[config.mk]
export PLATFORM = sky130hd
export DESIGN_NAME = phase_scheduler
export DESIGN_NICKNAME = d
export VERILOG_FILES = /design/src/rtl/traffic_pkg.sv /design/src/rtl/phase_watchdog.sv /design/src/rtl/phase_scheduler.sv
export SDC_FILE = /design/constraint.sdc
export NUM_CORES = 1
export LEC_CHECK = 0
export ABC_CLOCK_PERIOD_IN_PS = 3480
export CORE_MARGIN = 5
export CORE_UTILIZATION = 54
export DETAILED_ROUTE_END_ITERATION = 10
export PLACE_DENSITY_LB_ADDON = 0.08
export SLEW_MARGIN = 20
export SYNTH_ARGS = -nofsm -noshare
export SYNTH_HDL_FRONTEND = slang
export SYNTH_HIERARCHICAL = 1
export SYNTH_SLANG_ARGS = --single-unit
[constraint.sdc]
create_clock -name clk -period 3.48 [get_ports clk]
set_clock_uncertainty 0.15 [all_clocks]
set_input_delay 0.696 -clock clk [delete_from_list [all_inputs] [get_ports clk]]
set_output_delay 0.696 -clock clk [all_outputs]
set_load 0.03 [all_outputs]
[src/rtl/traffic_pkg.sv]
// Shared types and defaults for the intersection light sequencer blocks.
// Phase codes double as the grant_phase / cur_phase wire encoding.
package traffic_pkg;

    typedef enum logic [1:0] {
        L_OFF    = 2'd0,
        L_GREEN  = 2'd1,
        L_YELLOW = 2'd2,
        L_RED    = 2'd3
    } light_t;

    // Named main-road / side-road: G_R is main green, side red, etc.
    typedef enum logic [2:0] {
        PH_G_R   = 3'd0,
        PH_Y_R   = 3'd1,
        PH_R_G   = 3'd2,
        PH_R_Y   = 3'd3,
        PH_R_R   = 3'd4,
        PH_FLASH = 3'd5,
        PH_EMERG = 3'd6
    } phase_t;

    typedef enum logic [1:0] {
        S_ISSUE_INIT,
        S_ISSUE,
        S_WAIT,
        S_FAULT_WAIT
    } sched_state_t;

    typedef struct packed {
        phase_t     phase;
        logic [4:0] dur;
    } grant_t;

    localparam int TBASE_DEF = 6;
    localparam int TEXT_DEF  = 3;
    localparam int TYEL_DEF  = 2;
    localparam int WDOG_DEF  = 20;

    function automatic grant_t mk_grant(input phase_t p, input logic [4:0] d);
        grant_t g;
        g.phase = p;
        g.dur   = d;
        return g;
    endfunction

endpackage

[src/rtl/phase_watchdog.sv]
// Counts tick pulses while enabled; expire fires on the tick that reaches WDOG.
module phase_watchdog #(
    parameter int WDOG = 20
) (
    input  logic clk,
    input  logic reset,
    input  logic clr,
    input  logic en,
    output logic expire
);

    logic [4:0] cnt;

    assign expire = en && (cnt == 5'(WDOG - 1));

    always_ff @(posedge clk or posedge reset) begin
        if (reset)
            cnt <= '0;
        else if (clr)
            cnt <= '0;
        else if (en && !expire)
            cnt <= cnt + 5'd1;
    end

endmodule

[src/rtl/phase_scheduler.sv]
// Picks the next light phase, issues it over valid/ready, then waits for
// phase_done; a stalled sequencer trips a latched flashing fault.
module phase_scheduler
    import traffic_pkg::*;
#(
    parameter int TBASE = TBASE_DEF,
    parameter int TEXT  = TEXT_DEF,
    parameter int TYEL  = TYEL_DEF,
    parameter int WDOG  = WDOG_DEF
) (
    input  logic       clk,
    input  logic       reset,
    input  logic       tick,
    input  logic       sensor,
    input  logic       walk,
    input  logic       emerg_req,
    input  logic       night_mode,
    input  logic       grant_ready,
    input  logic       phase_done,
    output logic       grant_valid,
    output logic [2:0] grant_phase,
    output logic [4:0] grant_time,
    output logic [2:0] cur_phase,
    output logic [2:0] pending,
    output logic       fault
);

    localparam logic [4:0] D_TYEL   = 5'(TYEL);
    localparam logic [4:0] D_TEXT   = 5'(TEXT);
    localparam logic [4:0] D_SENSED = 5'(TBASE + TEXT);
    localparam logic [4:0] D_G_BASE = 5'(2 * TBASE);
    localparam logic [4:0] D_R_BASE = 5'(TBASE);
    localparam logic [4:0] D_FLASH  = 5'd1;

    sched_state_t state_q, state_d;
    grant_t       grant_q, grant_d, next_g;
    logic         valid_q, valid_d;
    logic         fault_q, fault_d;
    phase_t       cur_q;
    logic         sensor_pend, walk_pend;
    logic         accept, expire;
    logic [4:0]   g_dur, rg_dur;

    assign accept = valid_q & grant_ready;

    phase_watchdog #(.WDOG(WDOG)) u_wdog (
        .clk    (clk),
        .reset  (reset),
        .clr    (state_q != S_WAIT),
        .en     (tick && (state_q == S_WAIT)),
        .expire (expire)
    );

    // Successor of the phase that just completed.
    always_comb begin
        g_dur  = sensor_pend ? D_SENSED : D_G_BASE;
        rg_dur = sensor_pend ? D_SENSED : D_R_BASE;
        next_g = mk_grant(PH_R_Y, D_TYEL);
        if (emerg_req) begin
            case (cur_q)
                PH_G_R:  next_g = mk_grant(PH_Y_R, D_TYEL);
                PH_R_G:  next_g = mk_grant(PH_R_Y, D_TYEL);
                default: next_g = mk_grant(PH_EMERG, D_TEXT);
            endcase
        end else if (night_mode) begin
            case (cur_q)
                PH_G_R:  next_g = mk_grant(PH_Y_R, D_TYEL);
                PH_R_G:  next_g = mk_grant(PH_R_Y, D_TYEL);
                default: next_g = mk_grant(PH_FLASH, D_FLASH);
            endcase
        end else begin
            case (cur_q)
                PH_G_R:   next_g = mk_grant(PH_Y_R, D_TYEL);
                PH_Y_R:   next_g = walk_pend ? mk_grant(PH_R_R, D_TEXT)
                                             : mk_grant(PH_R_G, rg_dur);
                PH_R_R:   next_g = mk_grant(PH_R_G, rg_dur);
                PH_R_G:   next_g = mk_grant(PH_R_Y, D_TYEL);
                PH_R_Y:   next_g = mk_grant(PH_G_R, g_dur);
                PH_EMERG: next_g = mk_grant(PH_G_R, g_dur);
                default:  next_g = mk_grant(PH_R_Y, D_TYEL);
            endcase
        end
    end

    always_comb begin
        state_d = state_q;
        valid_d = valid_q;
        grant_d = grant_q;
        fault_d = fault_q;
        case (state_q)
            S_ISSUE_INIT: begin
                state_d = S_ISSUE;
                valid_d = 1'b1;
                grant_d = mk_grant(PH_R_Y, D_TYEL);
            end
            S_ISSUE: begin
                if (accept) begin
                    valid_d = 1'b0;
                    state_d = fault_q ? S_FAULT_WAIT : S_WAIT;
                end
            end
            S_WAIT: begin
                // done beats a same-cycle watchdog expiry
                if (phase_done) begin
                    valid_d = 1'b1;
                    grant_d = next_g;
                    state_d = S_ISSUE;
                end else if (expire) begin
                    fault_d = 1'b1;
                    valid_d = 1'b1;
                    grant_d = mk_grant(PH_FLASH, D_FLASH);
                    state_d = S_ISSUE;
                end
            end
            S_FAULT_WAIT: begin
                if (phase_done) begin
                    valid_d = 1'b1;
                    grant_d = mk_grant(PH_FLASH, D_FLASH);
                    state_d = S_ISSUE;
                end
            end
            default: state_d = S_ISSUE_INIT;
        endcase
    end

    always_ff @(posedge clk or posedge reset) begin
        if (reset) begin
            state_q <= S_ISSUE_INIT;
            valid_q <= 1'b0;
            grant_q <= mk_grant(PH_R_Y, 5'd0);
            fault_q <= 1'b0;
        end else begin
            state_q <= state_d;
            valid_q <= valid_d;
            grant_q <= grant_d;
            fault_q <= fault_d;
        end
    end

    // A request arriving in its own clearing cycle is kept.
    always_ff @(posedge clk or posedge reset) begin
        if (reset) begin
            cur_q       <= PH_R_Y;
            sensor_pend <= 1'b0;
            walk_pend   <= 1'b0;
        end else begin
            if (accept)
                cur_q <= grant_q.phase;
            sensor_pend <= sensor | (sensor_pend & ~(accept && grant_q.phase == PH_R_G));
            walk_pend   <= walk | (walk_pend & ~(accept && grant_q.phase == PH_R_R));
        end
    end

    assign grant_valid = valid_q;
    assign grant_phase = grant_q.phase;
    assign grant_time  = grant_q.dur;
    assign cur_phase   = cur_q;
    assign pending     = {emerg_req, walk_pend, sensor_pend};
    assign fault       = fault_q;

endmodule

==> flow_summary.json, run 1 <==
{
  "worst_hold_slack_ns": 0.345,
  "synth_cell_types": 45,
  "nets": 154,
  "drt_iter0_drc": 27,
  "viasPerCell": 5.61,
  "status": "finished clean",
  "synth-xor-area-share_pct": 2.15,
  "hold_viol": 0,
  "synthMuxAreaShare_pct": 4.81,
  "finalCritPeriodShare_pct": 79.7,
  "synth-adder-area-share_pct": 1.02,
  "worst_pin_slew_ns": 0.617,
  "worst_setup_path_end_kind": "primary output",
  "drcViolationCount": 0,
  "yosys_warnings": 6,
  "power_density_mw_per_mm2": 671,
  "period_needed_ns": 2.77,
  "cts_buffers": 3,
  "layout_common_cells": "23 x clkdlybuf4s50_1, 17 x dfrtp_1, 10 x nor2_1",
  "synth-compound-area-share_pct": 19.9,
  "setup_tns_ns": 0,
  "row_count": 17,
  "tritoncts": "done",
  "diodes": 0,
  "die_x_um": 57.6,
  "cp_data_required_time_ns": 2.63,
  "finalMaxSlewViolations": 0,
  "cp-start-kind": "input port",
  "slowest_stage": "clkdlybuf4s50_1",
  "max_freq_mhz": 361,
  "cts_resized": 0,
  "grt_max_degree": 17,
  "place_ws_ns": 0.710,
  "stdcell_count": 171,
  "grt_usage_pct": 16.7,
  "holdBufCountCts": 0,
  "ant_nets": 0,
  "place_inst": 167,
  "antenna_found_initial": 0,
  "die_area_sq_mm": 0.00332,
  "layout_setup_ws_ns": 0.707,
  "synth-seq-cells": 21,
  "crit_type": "in2out",
  "coreArea_sq_mm": 0.00219,
  "cts_buffer_depth": 2,
  "cap_violations": 0,
  "synth_area_per_cell_sq_um": 9.95,
  "synthesis.instances": 123,
  "crit_top_cell": "clkdlybuf4s50_1",
  "drt-total-wl_um": 2480,
  "pin_count": 25,
  "hold_class": "reg2reg",
  "clkTransAtPathRegs_ns": 0.12,
  "wl_per_cell_um": 14.5,
  "p_leak_nw": 0.578,
  "syn_nets": 133,
  "drive_gt1_share_pct": 12.6,
  "portBuffers": 23,
  "critPathMaxFanout": 5,
  "utilization_pct": 66.5,
  "place.gp.congestion": 0.853,
  "fill_cells": 200,
  "htreeDepth": 1,
  "final_common_cell": "clkdlybuf4s50_1",
  "cp.buffers_inverters": 2,
  "grt_pass1_wl_um": 4350,
  "cp_cell_sequence": "clkdlybuf4s50_1, clkdlybuf4s50_1",
  "critPathMaxStageDelay_ns": 0.69,
  "syn-cell-area_sq_mm": 0.00122,
  "dp_hpwl_um": 1920,
  "slew_headroom_pct": 58.8,
  "clock_sink_count": 21,
  "clk_latency_ns": 0.30,
  "post_cts_buffers": 0,
  "root_buffer": "clkbuf_4",
  "first_global_vias": 960,
  "die_h_um": 57.6,
  "initial_core_util_pct": 55.9,
  "drt_pre_antenna_iters": 4,
  "grt-ovfl-total": 0,
  "ir_drop_uv": 437,
  "setup_viol": 0,
  "crit_family": "buffers and inverters",
  "ys_seq_area_share_pct": 43.4,
  "rsz0062_at_grt": "no",
  "synth_top_family_by_area": "simple AND/OR/NAND/NOR gates",
  "yosys.area_share.simple_pct": 22.2,
  "crit_arrival_ns": 1.93,
  "num_vias": 960,
  "areaGrowthSynthToFinish_pct": 19.1
}
-- routing by layer --
layer / GRT usage (%) / share of wire (%) / vias to the layer above
met3: 2.26 / 4.8 / 2
met4: 5.96 / 0.56 / 0
met5: 0 / 0 / -
met1: 21.1 / 43 / 466
li1: - / - / 468
met2: 29.0 / 52 / 24
-- cells in the mapped netlist, drive strengths merged --
library cell  instances  area [sq um]
a211oi                1          12.5
a21boi                1          7.51
a21o                  4          30.0
a21oi                 8          40.0
a22o                  2          17.5
a311oi                1          8.76
a31o                  1          8.76
a31oi                 1          6.26
and2b                 2          15.0
and4bb                1          12.5
buf                   7          57.6
conb                  1          3.75
dfrtp                17           425
dfstp                 4           105
ha                    1          12.5
inv                   5          18.8
mux2                  4          48.8
mux2i                 1          10.0
nand2                 8          30.0
nand2b                8          65.1
nand3                 2          10.0
nand3b                3          22.5
nand4                 2          12.5
nor2                 11          43.8
nor2b                 5          31.3
nor3                  1          5.00
o21a                  2          15.0
o21ai                 5          25.0
o21ba                 1          10.0
o21bai                1          7.51
o221ai                1          8.76
o22a                  1          8.76
o2bb2ai               1          8.76
o31a                  1          8.76
o32a                  2          20.0
or2                   1          6.26
or3b                  2          17.5
xnor2                 1          8.76
xor2                  2          17.5
-- state kept, by name (all words and copies together) (netlist names) --
signal	count
u_wdog/cnt	5
grant_time	4
cur_phase	3
grant_phase	3
state_q	2
fault	1
grant_valid	1
sensor_pend	1
walk_pend	1
-- through the flow --
| step | area (sq um) | power [mW] |
|---|---|---|
| CTS | 1460 | 0.986 |
| global placement | 1430 | 0.855 |
| floorplan | 1220 | 0.732 |
| global route | 1460 | 1.05 |
| detailed placement | 1430 | 0.868 |
| finish | 1460 | 0.978 |
-- final timing paths --
kind                            slack [ns]           from       endpoint  depth (start not counted)
worst max-delay path                  0.71      emerg_req     pending[2]                          2
worst min-delay path                  0.35  grant_time[0]  grant_time[0]                          1
worst max register to register        1.17     state_q[1]  grant_time[1]                          8
worst min register to register        0.35  grant_time[0]  grant_time[0]                          1
max in group asynchronous             2.15          reset     state_q[1]                          2
min in group asynchronous             0.45          reset  u_wdog/cnt[3]                          2
-- area by class of cell --
type | count | area [sq um] | area share [%]
Tap cell | 28 | 35.0 | 2.40
Sequential cell | 21 | 531 | 36.4
Multi-Input combinational cell | 90 | 617 | 42.3
Inverter | 5 | 18.8 | 1.29
Timing Repair Buffer | 23 | 230 | 15.8
Clock buffer | 4 | 26.3 | 1.80
-- power breakdown --
part / internal (mW) / switching, mW
clock: 0.0446 / 0.0739
combinational: 0.212 / 0.231
sequential: 0.318 / 0.0988
-- logic make-up (layout without fill, tap and decap cells) --
| kind of cell | Yosys count | after routing |
|---|---|---|
| xor gates and xnor gates | 3 | 3 |
| other | 1 | 1 |
| adders and majority gates | 1 | 1 |
| and+or+nand+nor | 46 | 46 |
| AOI/OAI and AO/OA | 34 | 34 |
| DFF | 21 | 21 |
| buffers and inverters | 12 | 32 |
| muxes | 5 | 5 |
No activity file was read; power rests on OpenSTA's default activity.
==> inputs of run 2 (changes only) <==
--- a/config.mk
+++ b/config.mk
@@ -5,9 +5,9 @@
 export SDC_FILE = /design/constraint.sdc
 export NUM_CORES = 1
 export LEC_CHECK = 0
-export ABC_CLOCK_PERIOD_IN_PS = 3480
+export ABC_CLOCK_PERIOD_IN_PS = 2800
 export CORE_MARGIN = 5
-export CORE_UTILIZATION = 54
+export CORE_UTILIZATION = 50
 export DETAILED_ROUTE_END_ITERATION = 10
 export PLACE_DENSITY_LB_ADDON = 0.08
 export SLEW_MARGIN = 20
==> constraint.sdc (replaced) <==
create_clock -name clk -period 2.8 [get_ports clk]
set_clock_uncertainty 0.15 [all_clocks]
set_input_delay 0.56 -clock clk [delete_from_list [all_inputs] [get_ports clk]]
set_output_delay 0.56 -clock clk [all_outputs]
set_load 0.03 [all_outputs]
==> run 2 against run 1 <==
  * Critical path type unchanged
  * Sequential power is 25% higher
  * Global-route usage fell by 0.80 points
  * Via count fell by 1.3%
  * Worst hold slack lost 0.013 ns
  * Flip-flop and latch count unchanged
  * Highest routed layer unchanged
==> flow_summary.json, run 2 (synthesis gave the netlist of run 1 again) <==
{
  "place_ws_ns": 0.211,
  "place.gp.congestion": 0.808,
  "nets": 154,
  "period_needed_ns": 2.49,
  "drt_iter0_drc": 30,
  "worstSetupPathDepth": 2,
  "root_buffer": "clkbuf_4",
  "p_leak_nw": 0.578,
  "layout_common_cells": "23 x clkdlybuf4s50_1, 17 x dfrtp_1, 10 x nor2_1",
  "rsz0062_at_grt": "no",
  "initial_core_util_pct": 50.8,
  "cp_cell_sequence": "clkdlybuf4s50_1, clkdlybuf4s50_1",
  "num_vias": 948,
  "holdBufCountCts": 0,
  "htreeDepth": 1,
  "drt-total-wl_um": 2450,
  "fill_cells": 207,
  "seq_area_sq_um": 531,
  "post_cts_buffers": 0,
  "drcViolationCount": 0,
  "ant_nets": 0,
  "worstReg2RegEnd": "grant_time[1]",
  "crit_arrival_ns": 1.78,
  "coreArea_sq_mm": 0.00241,
  "setup_viol": 0,
  "portBuffers": 23,
  "cts_buffer_depth": 2,
  "endpoint": "pending[2]",
  "antenna_found_initial": 0,
  "largest_reg_flops": 5,
  "clk_latency_ns": 0.30,
  "slowest_stage": "clkdlybuf4s50_1",
  "critPathMaxStageDelay_ns": 0.69,
  "viasPerCell": 5.48,
  "tritoncts": "done",
  "cap_violations": 0,
  "slew_headroom_pct": 58.5,
  "worst_setup_path_end_kind": "primary output",
  "crit_path_start": "emerg_req",
  "cts_buffers": 3,
  "crit_top_cell": "clkdlybuf4s50_1",
  "die_x_um": 59.5,
  "grt_max_degree": 17,
  "hold_class": "in2async",
  "finalMaxSlewViolations": 0,
  "critPathMaxFanout": 5,
  "row_count": 18,
  "cts_resized": 0,
  "areaGrowthSynthToFinish_pct": 19.3,
  "die_area_sq_mm": 0.00354,
  "ir_drop_uv": 518,
  "drt_pre_antenna_iters": 4,
  "first_global_vias": 975,
  "finalCritPeriodShare_pct": 88.8,
  "pin_count": 25,
  "r2r_cells": 8,
  "rrSetupSlack_ns": 0.50,
  "final_area_sq_mm": 0.00146,
  "setup_tns_ns": 0,
  "clkTransAtPathRegs_ns": 0.11,
  "dp_hpwl_um": 1870,
  "cp.buffers_inverters": 2,
  "multi_input_area_sq_um": 617,
  "drive_gt1_share_pct": 12.6,
  "grt-ovfl-total": 0,
  "utilization_pct": 60.6,
  "status": "finished clean",
  "cp-start-kind": "input port",
  "grt_pass1_wl_um": 4240,
  "place_inst": 169,
  "cp_data_required_time_ns": 2.09,
  "stdcell_count": 173,
  "clock_sink_count": 21,
  "worst_pin_slew_ns": 0.622,
  "final_common_cell": "clkdlybuf4s50_1",
  "regMostFlops": "u_wdog/cnt",
  "r2r_start": "state_q[1]",
  "crit_family": "buffers and inverters",
  "grt_usage_pct": 15.9,
  "diodes": 0,
  "hold_viol": 0,
  "max_freq_mhz": 402,
  "die_h_um": 59.5,
  "placed_cell_area_sq_mm": 0.00143,
  "crit_type": "in2out",
  "wl_per_cell_um": 14.2,
  "layout_setup_ws_ns": 0.312,
  "power_density_mw_per_mm2": 832
}
-- run 2: final cells by class --
| cell class | instances | share of cell area (%) |
|---|---|---|
| multi-input cells | 90 | 42.2 |
| flip-flops and latches | 21 | 36.3 |
| repair buffers | 23 | 15.8 |
| well taps | 30 | 2.57 |
| clock buffers | 4 | 1.80 |
| inverters | 5 | 1.29 |
-- run 2: stage by stage --
stage / hold slack [ns] / power [mW]
final: 0.332 / 1.22
after global routing: 0.351 / 1.30
after CTS: 0.323 / 1.23
after detailed placement: 0.323 / 1.08
after global placement: 0.310 / 1.07
after floorplan: 0.189 / 0.910
-- run 2: layer usage --
| layer | share of wire (%) | global-route usage (%) |
|---|---|---|
| met1 | 45 | 20.1 |
| met2 | 50 | 27.0 |
| met3 | 4.9 | 2.18 |
| met4 | 0.86 | 6.80 |
| met5 | 0 | 0 |
-- run 2: where the power goes --
| group | switching, mW | total (mW) | internal [mW] |
|---|---|---|---|
| Clock | 0.0878 | 0.143 | 0.0554 |
| Sequential | 0.127 | 0.522 | 0.395 |
| Combinational | 0.287 | 0.550 | 0.263 |
-- run 2: worst min-delay path by stage --
stage | startpoint | to | slack, ns | depth (start not counted)
floorplan | reset | u_wdog/cnt[0] | 0.19 | 1
finish | reset | u_wdog/cnt[1] | 0.33 | 2
detailed placement | grant_time[0] | grant_time[0] | 0.32 | 1
global placement | grant_time[0] | grant_time[0] | 0.31 | 1
CTS | reset | u_wdog/cnt[1] | 0.32 | 2
global route | reset | u_wdog/cnt[1] | 0.35 | 2
